<file path="config.mk">
export PLATFORM = sky130hd
export DESIGN_NAME = sd_llfifo_sched_flat
export DESIGN_NICKNAME = d
export VERILOG_FILES = /design/src/rtl/sd_llfifo_sched_if.sv /design/src/rtl/sd_llfifo_sched.sv /design/src/flat_wrapper.sv
export SDC_FILE = /design/constraint.sdc
export NUM_CORES = 1
export LEC_CHECK = 0
export ABC_CLOCK_PERIOD_IN_PS = 10700
export CAP_MARGIN = 10
export CORE_MARGIN = 2
export CORE_UTILIZATION = 50
export CTS_BUF_LIST = sky130_fd_sc_hd__clkbuf_4
export CTS_CLUSTER_SIZE = 25
export DETAILED_ROUTE_END_ITERATION = 8
export PLACE_DENSITY = 0.77
export SLEW_MARGIN = 15
export SYNTH_ARGS = -nofsm -noshare
export SYNTH_HDL_FRONTEND = slang
export SYNTH_SLANG_ARGS = --single-unit
</file>
<file path="constraint.sdc">
create_clock -name clk -period 10.7 [get_ports clk]
set_input_delay 1.07 -clock clk [delete_from_list [all_inputs] [get_ports clk]]
set_output_delay 1.07 -clock clk [all_outputs]
set_load 0.005 [all_outputs]
</file>
<file path="src/rtl/sd_llfifo_sched_if.sv">
// sd_llfifo_sched_if: srdy/drdy beat handshake carrying a queue id and a data beat.
// The master drives srdy/qid/data, the slave answers with drdy.
interface sd_llfifo_sched_if #(
    parameter int width  = 8,
    parameter int qid_sz = 3
) ();
    logic              srdy;
    logic              drdy;
    logic [qid_sz-1:0] qid;
    logic [width-1:0]  data;

    modport master (output srdy, output qid, output data, input drdy);
    modport slave  (input srdy, input qid, input data, output drdy);
endinterface

</file>
<file path="src/rtl/sd_llfifo_sched.sv">
// sd_llfifo_sched: dequeue scheduler for the linked-list multi-queue FIFO.
// Round-robin one-hot read requests gated by per-queue credits, a per-queue
// pending bit and an outstanding-read limit; returned beats pass through a
// 2-entry skid buffer to the downstream srdy/drdy port.
// Optional: define SD_LLFIFO_SCHED_ERR_EN to add a sticky err output that flags
// credit saturation and returns for queues with no read pending.
module sd_llfifo_sched #(
    parameter int width           = 8,
    parameter int num_queues      = 8,
    parameter int qid_sz          = $clog2(num_queues),
    parameter int credit_sz       = 4,
    parameter int init_credit     = 8,
    parameter int max_outstanding = 2
) (
    input  logic                  clk,
    input  logic                  reset,
    input  logic                  init,
    input  logic [num_queues-1:0] q_empty,
    output logic [num_queues-1:0] rd_req,
    input  logic [num_queues-1:0] cr_ret,
    sd_llfifo_sched_if.slave      ret_if,
    sd_llfifo_sched_if.master     out_if
`ifdef SD_LLFIFO_SCHED_ERR_EN
    ,
    output logic                  err
`endif
);

    localparam int oc_sz = $clog2(max_outstanding + 1);
    localparam logic [credit_sz-1:0] credit_max  = '1;
    localparam logic [credit_sz-1:0] credit_init = credit_sz'(init_credit);
    localparam logic [oc_sz-1:0]     out_max     = oc_sz'(max_outstanding);

    typedef logic [qid_sz+width-1:0] beat_t;

    logic [credit_sz-1:0]  credit_q [num_queues];
    logic [credit_sz-1:0]  credit_d [num_queues];
    logic [num_queues-1:0] pending_q, pending_d;
    logic [oc_sz-1:0]      outstanding_q, outstanding_d;
    logic [qid_sz-1:0]     rr_ptr_q, rr_ptr_d;
    logic [num_queues-1:0] rd_req_q, rd_req_d;
    beat_t                 skid_q [2];
    beat_t                 skid_d [2];
    logic                  wr_ptr_q, wr_ptr_d;
    logic                  rd_ptr_q, rd_ptr_d;
    logic [1:0]            count_q, count_d;
    logic                  drdy_q, drdy_d;

    logic [num_queues-1:0] eligible;
    logic [num_queues-1:0] grant;
    logic                  grant_any;
    logic [qid_sz-1:0]     grant_idx;
    logic                  ret_fire;
    logic                  out_fire;
    logic [num_queues-1:0] ret_hit;
    logic                  ret_known;
    beat_t                 head;

    // A queue may be read when it has data, credit, no read in flight, and
    // the global outstanding limit has room.
    always_comb begin
        eligible = '0;
        for (int q = 0; q < num_queues; q++) begin
            eligible[q] = ~q_empty[q] & (credit_q[q] != '0) & ~pending_q[q]
                          & (outstanding_q < out_max);
        end
    end

    // Round-robin pick: first eligible queue searching upward from rr_ptr, with wrap.
    always_comb begin
        int                sum;
        logic [qid_sz-1:0] idx;
        sum       = 0;
        idx       = '0;
        grant     = '0;
        grant_any = 1'b0;
        grant_idx = '0;
        for (int i = 0; i < num_queues; i++) begin
            sum = int'(rr_ptr_q) + i;
            if (sum >= num_queues) begin
                sum = sum - num_queues;
            end
            idx = qid_sz'(sum);
            if (!grant_any && eligible[idx]) begin
                grant_any = 1'b1;
                grant_idx = idx;
            end
        end
        if (grant_any) begin
            grant[grant_idx] = 1'b1;
        end
    end

    // Decode an accepted return; only a return matching a pending read retires
    // an outstanding slot, so late beats after init never underflow the count.
    always_comb begin
        ret_fire = ret_if.srdy & drdy_q;
        out_fire = (count_q != 2'd0) & out_if.drdy;
        ret_hit  = '0;
        for (int q = 0; q < num_queues; q++) begin
            ret_hit[q] = ret_fire & (ret_if.qid == qid_sz'(q));
        end
        ret_known = |(ret_hit & pending_q);
    end

    // Scheduler bookkeeping: credits, pending bits, outstanding count, pointer, request.
    always_comb begin
        int nxt;
        nxt = int'(grant_idx) + 1;
        if (nxt >= num_queues) begin
            nxt = 0;
        end
        for (int q = 0; q < num_queues; q++) begin
            credit_d[q] = credit_q[q];
            if (grant[q] && !cr_ret[q]) begin
                credit_d[q] = credit_q[q] - credit_sz'(1);
            end else if (!grant[q] && cr_ret[q] && (credit_q[q] != credit_max)) begin
                credit_d[q] = credit_q[q] + credit_sz'(1);
            end
        end
        // grant can never target a queue that is being retired (it was pending).
        pending_d     = (pending_q & ~ret_hit) | grant;
        outstanding_d = outstanding_q + oc_sz'(grant_any) - oc_sz'(ret_known);
        rr_ptr_d      = grant_any ? qid_sz'(nxt) : rr_ptr_q;
        rd_req_d      = grant;
    end

    // Two-entry skid buffer; drdy is registered from the next occupancy.
    always_comb begin
        skid_d   = skid_q;
        wr_ptr_d = wr_ptr_q;
        rd_ptr_d = rd_ptr_q;
        if (ret_fire) begin
            skid_d[wr_ptr_q] = {ret_if.qid, ret_if.data};
            wr_ptr_d         = ~wr_ptr_q;
        end
        if (out_fire) begin
            rd_ptr_d = ~rd_ptr_q;
        end
        count_d = count_q + {1'b0, ret_fire} - {1'b0, out_fire};
        drdy_d  = (count_d != 2'd2);
    end

    // Control state; reset and init both reload everything and flush the buffer.
    always_ff @(posedge clk) begin
        if (!reset || init) begin
            for (int q = 0; q < num_queues; q++) begin
                credit_q[q] <= credit_init;
            end
            pending_q     <= '0;
            outstanding_q <= '0;
            rr_ptr_q      <= '0;
            rd_req_q      <= '0;
            wr_ptr_q      <= 1'b0;
            rd_ptr_q      <= 1'b0;
            count_q       <= 2'd0;
            drdy_q        <= 1'b0;
        end else begin
            credit_q      <= credit_d;
            pending_q     <= pending_d;
            outstanding_q <= outstanding_d;
            rr_ptr_q      <= rr_ptr_d;
            rd_req_q      <= rd_req_d;
            wr_ptr_q      <= wr_ptr_d;
            rd_ptr_q      <= rd_ptr_d;
            count_q       <= count_d;
            drdy_q        <= drdy_d;
        end
    end

    // Skid storage is pure datapath; validity is tracked by the pointers/count.
    always_ff @(posedge clk) begin
        skid_q <= skid_d;
    end

    assign head        = skid_q[rd_ptr_q];
    assign rd_req      = rd_req_q;
    assign ret_if.drdy = drdy_q;
    assign out_if.srdy = (count_q != 2'd0);
    assign out_if.qid  = head[qid_sz+width-1:width];
    assign out_if.data = head[width-1:0];

`ifdef SD_LLFIFO_SCHED_ERR_EN
    logic                  err_q, err_d;
    logic [num_queues-1:0] cr_sat;

    // Sticky error: a credit return that would overflow, or a beat with no read pending.
    always_comb begin
        cr_sat = '0;
        for (int q = 0; q < num_queues; q++) begin
            cr_sat[q] = cr_ret[q] & ~grant[q] & (credit_q[q] == credit_max);
        end
        err_d = err_q | (|cr_sat) | (ret_fire & ~ret_known);
    end

    // Error flag holds until reset or init.
    always_ff @(posedge clk) begin
        if (!reset || init) begin
            err_q <= 1'b0;
        end else begin
            err_q <= err_d;
        end
    end

    assign err = err_q;
`endif

endmodule
</file>
<file path="src/flat_wrapper.sv">
// flat-port wrapper written by rule: the top's interface ports become plain ports
module sd_llfifo_sched_flat 
#(
    parameter int width           = 8,
    parameter int num_queues      = 8,
    parameter int qid_sz          = $clog2(num_queues),
    parameter int credit_sz       = 4,
    parameter int init_credit     = 8,
    parameter int max_outstanding = 2
)
  (clk, reset, init, q_empty, rd_req, cr_ret, ret_if_srdy, ret_if_qid, ret_if_data, ret_if_drdy, out_if_srdy, out_if_qid, out_if_data, out_if_drdy);
  sd_llfifo_sched_if #(.width(width), .qid_sz(qid_sz)) ret_if_i ();
  sd_llfifo_sched_if #(.width(width), .qid_sz(qid_sz)) out_if_i ();
  input  logic clk;
  input  logic reset;
  input  logic init;
  input  logic [num_queues-1:0] q_empty;
  output logic [num_queues-1:0] rd_req;
  input  logic [num_queues-1:0] cr_ret;
  input wire logic [$bits(ret_if_i.srdy)-1:0] ret_if_srdy;
  input wire logic [$bits(ret_if_i.qid)-1:0] ret_if_qid;
  input wire logic [$bits(ret_if_i.data)-1:0] ret_if_data;
  output wire logic [$bits(ret_if_i.drdy)-1:0] ret_if_drdy;
  output wire logic [$bits(out_if_i.srdy)-1:0] out_if_srdy;
  output wire logic [$bits(out_if_i.qid)-1:0] out_if_qid;
  output wire logic [$bits(out_if_i.data)-1:0] out_if_data;
  input wire logic [$bits(out_if_i.drdy)-1:0] out_if_drdy;
  assign ret_if_i.srdy = ret_if_srdy;
  assign ret_if_i.qid = ret_if_qid;
  assign ret_if_i.data = ret_if_data;
  assign ret_if_drdy = ret_if_i.drdy;
  assign out_if_srdy = out_if_i.srdy;
  assign out_if_qid = out_if_i.qid;
  assign out_if_data = out_if_i.data;
  assign out_if_i.drdy = out_if_drdy;
  sd_llfifo_sched #(.width(width), .num_queues(num_queues), .qid_sz(qid_sz), .credit_sz(credit_sz), .init_credit(init_credit), .max_outstanding(max_outstanding)) u_core (.clk(clk), .reset(reset), .init(init), .q_empty(q_empty), .rd_req(rd_req), .cr_ret(cr_ret), .ret_if(ret_if_i), .out_if(out_if_i));
endmodule
</file>
==> results of run 1 <==
## power by group
group	switching [mW]	total [mW]	internal [mW]
logic	0.731	1.17	0.442
clock network	0.118	0.217	0.0991
registers	0.0711	0.434	0.363
## worst register-to-register path: cells and delay by family, from the launching register on
family,cells,cell delay (ns)
muxes,2,0.45
buffers and inverters,3,0.60
DFF,1,1.03
AOI/OAI and AO/OA,5,1.16
and+or+nand+nor,4,1.57
adders and majority gates,2,0.77
## sequential cells by signal, summed over array words and instances (netlist names), 2 cells and up
name and flops:
u_core.credit_q 32, u_core.skid_q 22, u_core.pending_q 8, u_core.rd_req 8, u_core.rr_ptr_q 3, u_core.count_q 2, u_core.outstanding_q 2
## cell type report
| cell class | instances | area [sq um] | share of cell area |
|---|---|---|---|
| inverter | 32 | 123 | 0.0202 |
| tap | 136 | 170 | 0.0281 |
| sequential | 80 | 1820 | 0.300 |
| multi-input combinational | 437 | 3240 | 0.534 |
| clock inverter | 7 | 106 | 0.0175 |
| timing repair buffer | 54 | 536 | 0.0883 |
| clock buffer | 9 | 67.6 | 0.0111 |
## Yosys cell counts (5+ instances only)
master,count
nor2_1,49
inv_1,26
edfxtp_1,22
xor2_1,7
a31oi_1,5
a311oi_1,10
o211ai_1,6
a32oi_1,6
nand3b_1,5
or3_1,6
a21o_1,9
a211oi_1,5
or2_2,5
nand3_1,19
nand2_1,38
xnor2_1,13
mux2_2,14
and3_1,6
nand4_1,7
fa_1,6
and2_1,9
ha_1,21
clkbuf_1,15
a21oi_1,30
dfxtp_1,58
nor3_1,20
or4_4,8
buf_2,8
nor4_1,5
o21ai_0,20
mux2i_1,21
## per-stage QoR
step / total power, mW / hold slack [ns]
2_1_floorplan: 1.34 / 0.465
3_5_place_dp: 1.58 / 0.502
5_1_grt: 1.96 / 0.546
3_3_place_gp: 1.55 / 0.479
6_report: 1.82 / 0.516
4_1_cts: 1.80 / 0.522
## kinds of logic after synthesis
logic type / synth area share
XOR/XNOR: 0.0391
adder cells (fa/ha/maj): 0.0721
multiplexers: 0.0735
AND/OR/NAND/NOR: 0.203
buffers and inverters: 0.0469
flip-flops: 0.343
AO/OA/AOI/OAI: 0.222
## layer usage
layer	vias to the layer above	GRT usage
li1	2250	-
met1	2254	0.309
met2	238	0.386
met3	30	0.0371
met4	0	0.0798
met5	-	0
## worst max path at each step
| stage | start | end | slack (ns) | cells after the start |
|---|---|---|---|---|
| 5_1_grt | u_core.rr_ptr_q[0] | u_core.credit_q[10] | 4.51 | 16 |
| 3_3_place_gp | q_empty[7] | u_core.credit_q[31] | 5.30 | 16 |
| 2_1_floorplan | u_core.rr_ptr_q[0] | u_core.credit_q[31] | 5.92 | 22 |
| 3_5_place_dp | q_empty[7] | u_core.credit_q[10] | 5.20 | 16 |
| 6_report | u_core.rr_ptr_q[0] | u_core.credit_q[27] | 5.05 | 16 |
| 4_1_cts | u_core.rr_ptr_q[0] | u_core.credit_q[27] | 5.22 | 16 |
## cells in the final DEF (no fill, tap or decap), drive strengths merged, types with 4 or more instances in the layout
cell,n
o31ai,4
a32o,4
a32oi,10
dfxtp,58
o211ai,6
a311oi,10
a21boi,4
clkbuf,9
nand2,38
or3,7
xor2,8
fa,6
xnor2,14
nor3,20
nor4,6
o21ai,22
nor2,49
and3,6
or2,8
a21oi,30
inv,35
nand4,7
ha,21
clkdlybuf4s50,52
and2,10
a31oi,5
o22ai,4
mux2,14
a211oi,5
nand3,21
a21o,9
edfxtp,22
mux2i,21
or4,10
nand3b,5
==> qor.csv, run 1 <==
metric;value;unit
status;completed;
CTS Buf Count;9;
worst clock skew;0.0184;ns
DR WL/cell;17.6;um
FP Rows;37;
element type at the critical path start;flip-flop;
FILL cells;864;
final std cells w/o fill;755;
final instance area;6060;sq um
R2R Path End;u_core.credit_q[27];
worst setup margin;5.05;ns
Post-layout nets;673;
largest fanout on the critical path;28;
drt pass-1 iters;5;
# hold bufs at CTS;0;
clk_lat worst skew;0.46;ns
Final ANT Viol Nets;0;
crit share post-route;0.528;
ys flop type;dfxtp_1;
Post-synth EDFFs;22;
final-report hold violation count;0;
cells after synthesis;577;
maximum vdd drop;229;uV
Pwr per Cell Area;301;nW/um^2
number of global-route vias before repair;4424;
H-tree depth;3;
top post-synthesis cells by area;dfxtp_1 22%, edfxtp_1 12%, ha_1 4.9%, mux2i_1 4.0%, nor2_1 3.5%;
number of port buffers;52;
starting density of the core;0.514;
total congestion overflow;0;
library cells used by synthesis;85;
layout cells sized above 1;0.113;
slew margin rel.;0.310;
Worst Hold Path Cells;2;
maximum clock rate;177;MHz
placed wire-length estimate;9940;um
met2 wire length;6350;um
post-layout minimum cycle time;5.65;ns
routed wl met3;1010;um
worst min-delay path startpoint;u_core.credit_q[6];
top-level I/O count;53;
Iter 0 DRT Violations;396;
drt total wl;13300;um
Tot GR Track Use;0.233;
Max Cap Violations;0;
leakage;2.33;nW
largest net degree at the start of global routing;47;
Seq/Total Area, Yosys;0.343;
total die area;11500;sq um
highest metal used;met4;
CTS tree;built;
Worst setup EP type;flip-flop;
initial antenna violation count;0;
hold path endpoint;u_core.credit_q[6];
worst stage delay on the critical path;1.03;ns
setup TNS;0;ns
unrepaired setup endpoints after global routing;no;
synth warn;0;
max-slew violations;0;
clk buf depth;2;
Hold Path Class;flip-flop to flip-flop;
Post-Syn Area;5310;sq um
Yosys top cell area share;0.219;
worst flop-to-flop path startpoint;u_core.rr_ptr_q[0];
DRC errors left;0;
Avg Inst Size Synth;9.21;sq um
Buf/Inv on CP;3;
Inserted Diodes;0;
via/cell ratio;6.32;
gp weighted congestion;0.955;
CORE AREA;10300;sq um
placed cells;739;
final core utilization;0.587;
Critical Path RT;11.08;ns
CTS clk-pin slew, worst paths;0.14;ns
Num Clock Sinks;80;
r2r worst-path depth;16;
post-cts sizing count;0;
Reg2Reg Setup Slack;5.05;ns
CP delay by family, top;simple AND/OR/NAND/NOR gates;
pre-CTS setup slack;5.20;ns
Setup CP Type;flip-flop to flip-flop;
Worst path slowest cell;dfxtp_1;
WL met1;5690;um
area grow syn2layout;14.2;%
Setup Buffers After CTS;0;
via count;4772;
first-pass GRT wire length;21500;um
area leader, netlist;dfxtp_1;
Placed Instance Area;5890;sq um
post-synth net total;636;
clock root cell;clkbuf_4;
worst slew pin tran;1.03;ns
asr flop ratio synth;0;
critical-path cell list;inv_1, ha_1, clkinv_1, a311o_1, o21bai_1, nand4bb_1, a21oi_1, nor2_1, nand3_2, or2_2, inv_2, ha_1, a21o_1, a21oi_1, mux2i_1, mux2i_1;
DIE HEIGHT;107;um
Synth Register Bits;80;
WP data arrival;6.03;ns
Final Setup Violations;0;
die width;107;um
No activity file was read; power rests on OpenSTA's default activity.
==> inputs of run 2 (changes only) <==
ABC_CLOCK_PERIOD_IN_PS = 5300   (was 10700)
clock period = 5.3 ns   (was 10.7 ns; I/O delays follow)
==> qor.csv, run 2 (synthesis results as in run 1) <==
metric;value;unit
maximum clock rate;207;MHz
DRC errors left;0;
most common cell after layout, fill and taps aside;dfxtp_1;
die width;107;um
placed cells;752;
clock root cell;clkbuf_4;
via/cell ratio;6.21;
total congestion overflow;0;
max FFs per register;32;
unrepaired setup endpoints after global routing;no;
layout cells sized above 1;0.131;
final-report hold violation count;0;
Tot GR Track Use;0.249;
maximum vdd drop;461;uV
post-cts sizing count;0;
max-slew violations;0;
final core utilization;0.597;
Worst path slowest cell;dfxtp_1;
clk_lat worst skew;0.44;ns
initial antenna violation count;0;
Post-layout nets;686;
CORE AREA;10300;sq um
top-level I/O count;53;
H-tree depth;3;
leakage;2.39;nW
clk buf depth;2;
Inserted Diodes;0;
largest net degree at the start of global routing;26;
CTS tree;built;
post-layout minimum cycle time;4.83;ns
number of global-route vias before repair;4663;
worst slew pin tran;0.895;ns
pre-CTS setup slack;0.504;ns
largest registers;u_core.credit_q (32), u_core.skid_q (22);
worst setup margin;0.474;ns
total die area;11500;sq um
number of port buffers;52;
placed wire-length estimate;10400;um
final instance area;6170;sq um
FP Rows;37;
crit share post-route;0.911;
Final ANT Viol Nets;0;
Placed Instance Area;5990;sq um
Buf/Inv on CP;2;
starting density of the core;0.514;
largest fanout on the critical path;14;
DIE HEIGHT;107;um
critical-path cell list;ha_1, xor2_2, nand3_1, a311o_1, o21bai_1, and4bb_2, o211ai_1, and2_2, inv_2, or4_1, inv_2, ha_1, a21o_1, a21oi_1, mux2i_1, mux2i_1;
worst stage delay on the critical path;0.67;ns
via count;4768;
DR WL/cell;18.0;um
# hold bufs at CTS;0;
Iter 0 DRT Violations;332;
drt total wl;13800;um
largest reg by FF count;u_core.credit_q;
first-pass GRT wire length;22800;um
Hold Path Class;flip-flop to flip-flop;
Worst setup EP type;flip-flop;
FILL cells;915;
most frequent cells in the layout;58 x dfxtp_1, 52 x clkdlybuf4s50_1, 49 x nor2_1;
final std cells w/o fill;768;
Pwr per Cell Area;624;nW/um^2
element type at the critical path start;flip-flop;
Setup CP Type;flip-flop to flip-flop;
CP delay by family, top;simple AND/OR/NAND/NOR gates;
gp weighted congestion;0.912;
drt pass-1 iters;5;
Num Clock Sinks;80;
setup TNS;0;ns
CTS clk-pin slew, worst paths;0.15;ns
Final Setup Violations;0;
status;completed;
CTS Buf Count;9;
Critical Path RT;5.66;ns
Max Cap Violations;0;
Setup Buffers After CTS;0;
slew margin rel.;0.401;
WP data arrival;5.18;ns
area grow syn2layout;16.1;%
worst clock skew;0.0283;ns
run 2: changes by cell type in the layout (fill, tap and decap cells not counted), sizes merged:
cell | previous run | this run
inv | 35 | 34
buf | 2 | 15
clkinv | 2 | 3
run 2: path summary, 6_finish.rpt:
check / start / slack [ns] / endpoint / cells past startpoint
setup / recovery: u_core.rr_ptr_q[1] / 0.47 / u_core.credit_q[15] / 16
hold / removal: u_core.pending_q[4] / 0.53 / u_core.pending_q[4] / 2
setup reg to reg: u_core.rr_ptr_q[1] / 0.47 / u_core.credit_q[15] / 16
hold reg to reg: u_core.pending_q[4] / 0.53 / u_core.pending_q[4] / 2
run 2: report_power, final:
| group | switching [mW] | total [mW] | internal [mW] |
|---|---|---|---|
| Sequential | 0.123 | 0.856 | 0.732 |
| Clock | 0.251 | 0.452 | 0.201 |
| Combinational | 1.55 | 2.54 | 0.991 |
| Total | 1.92 | 3.85 | 1.93 |
run 2: area by class of cell:
class,instances,area (sq um),share of cell area
clock buffer,9,67.6,0.0110
clock inverter,7,111,0.0181
inverter,32,123,0.0199
multi-input combinational,437,3240,0.525
sequential,80,1820,0.295
tap,136,170,0.0276
timing repair buffer,67,633,0.103
run 2: tightest hold or removal path: stages (launching register included):
cell and delay (ns):
dfxtp_1 0.37, o31ai_1 0.07, a21oi_1 0.06
run 2: routing by layer:
layer | global-route usage | share of wire | wire (um)
met4 | 0.0816 | 0.019 | 257
met3 | 0.0419 | 0.070 | 965
met5 | 0 | 0 | 0
met2 | 0.427 | 0.49 | 6760
met1 | 0.318 | 0.42 | 5820
run 2: stage by stage:
stage / hold slack [ns] / total power, mW
detailed placement: 0.506 / 3.35
global placement: 0.480 / 3.32
CTS: 0.526 / 3.83
finish: 0.526 / 3.85
floorplan: 0.465 / 2.71
global route: 0.551 / 4.15
==> inputs of run 3 (changes only) <==
CORE_ASPECT_RATIO = 0.75   (was default)
==> qor.csv, run 3 (synthesis results as in run 1) <==
metric;value;unit
maximum clock rate;204;MHz
first-pass GRT wire length;22400;um
total congestion overflow;0;
slew margin rel.;0.370;
Setup CP Type;flip-flop to flip-flop;
status;completed;
Final ANT Viol Nets;0;
CP delay by family, top;simple AND/OR/NAND/NOR gates;
Pwr per Cell Area;618;nW/um^2
setup TNS;0;ns
top-level I/O count;53;
maximum vdd drop;354;uV
via/cell ratio;6.24;
Worst path slowest cell;dfxtp_1;
DR WL/cell;18.0;um
CTS Buf Count;9;
Tot GR Track Use;0.251;
final instance area;6110;sq um
# hold bufs at CTS;0;
Post-layout nets;684;
CTS tree;built;
initial antenna violation count;0;
largest net degree at the start of global routing;47;
total die area;11500;sq um
pre-CTS setup slack;0.546;ns
H-tree depth;3;
worst stage delay on the critical path;0.68;ns
clock root cell;clkbuf_4;
number of global-route vias before repair;4467;
Placed Instance Area;5970;sq um
CTS clk-pin slew, worst paths;0.15;ns
worst clock skew;0.0174;ns
Iter 0 DRT Violations;534;
FP Rows;32;
largest registers;u_core.credit_q (32), u_core.skid_q (22);
drt pass-1 iters;5;
Hold Path Class;flip-flop to flip-flop;
die width;123;um
unrepaired setup endpoints after global routing;no;
Num Clock Sinks;80;
starting density of the core;0.514;
Max Cap Violations;0;
post-cts sizing count;0;
Inserted Diodes;0;
area grow syn2layout;15.0;%
DIE HEIGHT;93.3;um
post-layout minimum cycle time;4.91;ns
DRC errors left;0;
leakage;2.36;nW
number of port buffers;52;
largest reg by FF count;u_core.credit_q;
most common cell after layout, fill and taps aside;dfxtp_1;
gp weighted congestion;0.932;
Critical Path RT;5.68;ns
placed wire-length estimate;10100;um
most frequent cells in the layout;58 x dfxtp_1, 52 x clkdlybuf4s50_1, 49 x nor2_1;
Worst setup EP type;flip-flop;
placed cells;750;
critical-path cell list;inv_1, ha_1, clkinv_1, a311o_1, o21bai_1, and4bb_2, o211ai_1, and2_2, inv_2, or4_1, inv_2, ha_1, a21o_1, a21oi_1, mux2i_1, mux2i_1;
clk buf depth;2;
final-report hold violation count;0;
Buf/Inv on CP;4;
WP data arrival;5.30;ns
layout cells sized above 1;0.129;
worst setup margin;0.388;ns
largest fanout on the critical path;14;
element type at the critical path start;flip-flop;
via count;4781;
clk_lat worst skew;0.46;ns
crit share post-route;0.927;
max FFs per register;32;
drt total wl;13800;um
worst slew pin tran;0.941;ns
Setup Buffers After CTS;0;
max-slew violations;0;
total power;3.77;mW
Final Setup Violations;0;
CORE AREA;10300;sq um
final std cells w/o fill;766;
run 3: changes by cell type in the layout (fill, tap and decap cells not counted), sizes merged:
cell / previous run / this run
inv: 34 / 37
buf: 15 / 13
bufinv: 2 / 0
clkinv: 3 / 1
clkinvlp: 0 / 1
run 3: worst paths after layout:
path / endpoint / cells past startpoint / startpoint / slack, ns
max: u_core.credit_q[15] / 16 / u_core.rr_ptr_q[1] / 0.39
min: u_core.credit_q[26] / 2 / u_core.credit_q[26] / 0.51
max reg2reg: u_core.credit_q[15] / 16 / u_core.rr_ptr_q[1] / 0.39
min reg2reg: u_core.credit_q[26] / 2 / u_core.credit_q[26] / 0.51
run 3: metrics by stage:
step                hold WS (ns)   util
floorplan                  0.465      -
global placement           0.486  0.578
detailed placement         0.491  0.578
CTS                        0.512  0.591
global route               0.533  0.591
finish                     0.510  0.591
run 3: metal layers:
layer / track usage / wire length, um / vias to the layer above
met3: 0.0549 / 1090 / 15
met5: 0 / 0 / -
met4: 0.0720 / 150 / 0
met1: 0.352 / 6310 / 2294
li1: - / - / 2274
met2: 0.388 / 6250 / 198
run 3: area by class of cell:
type	count	area, sq um
clock buffers	9	67.6
clock inverters	7	65.1
fillers	872	4220
inverters	32	123
multi-input cells	437	3240
flip-flops and latches	80	1820
well taps	136	170
repair buffers	65	618
run 3: worst register-to-register path: stages (launching register included):
cell,delay [ns]
dfxtp_1,0.68
inv_1,0.13
ha_1,0.50
clkinv_1,0.21
a311o_1,0.33
o21bai_1,0.34
and4bb_2,0.30
o211ai_1,0.14
and2_2,0.41
inv_2,0.08
or4_1,0.54
inv_2,0.15
ha_1,0.24
a21o_1,0.18
a21oi_1,0.17
mux2i_1,0.23
mux2i_1,0.20
run 3: report_power, final:
part	switching, mW	internal [mW]	leakage [nW]
Clock	0.259	0.110	0.0718
Combinational	1.57	0.985	1.62
Sequential	0.115	0.733	0.671
Total	1.94	1.83	2.36
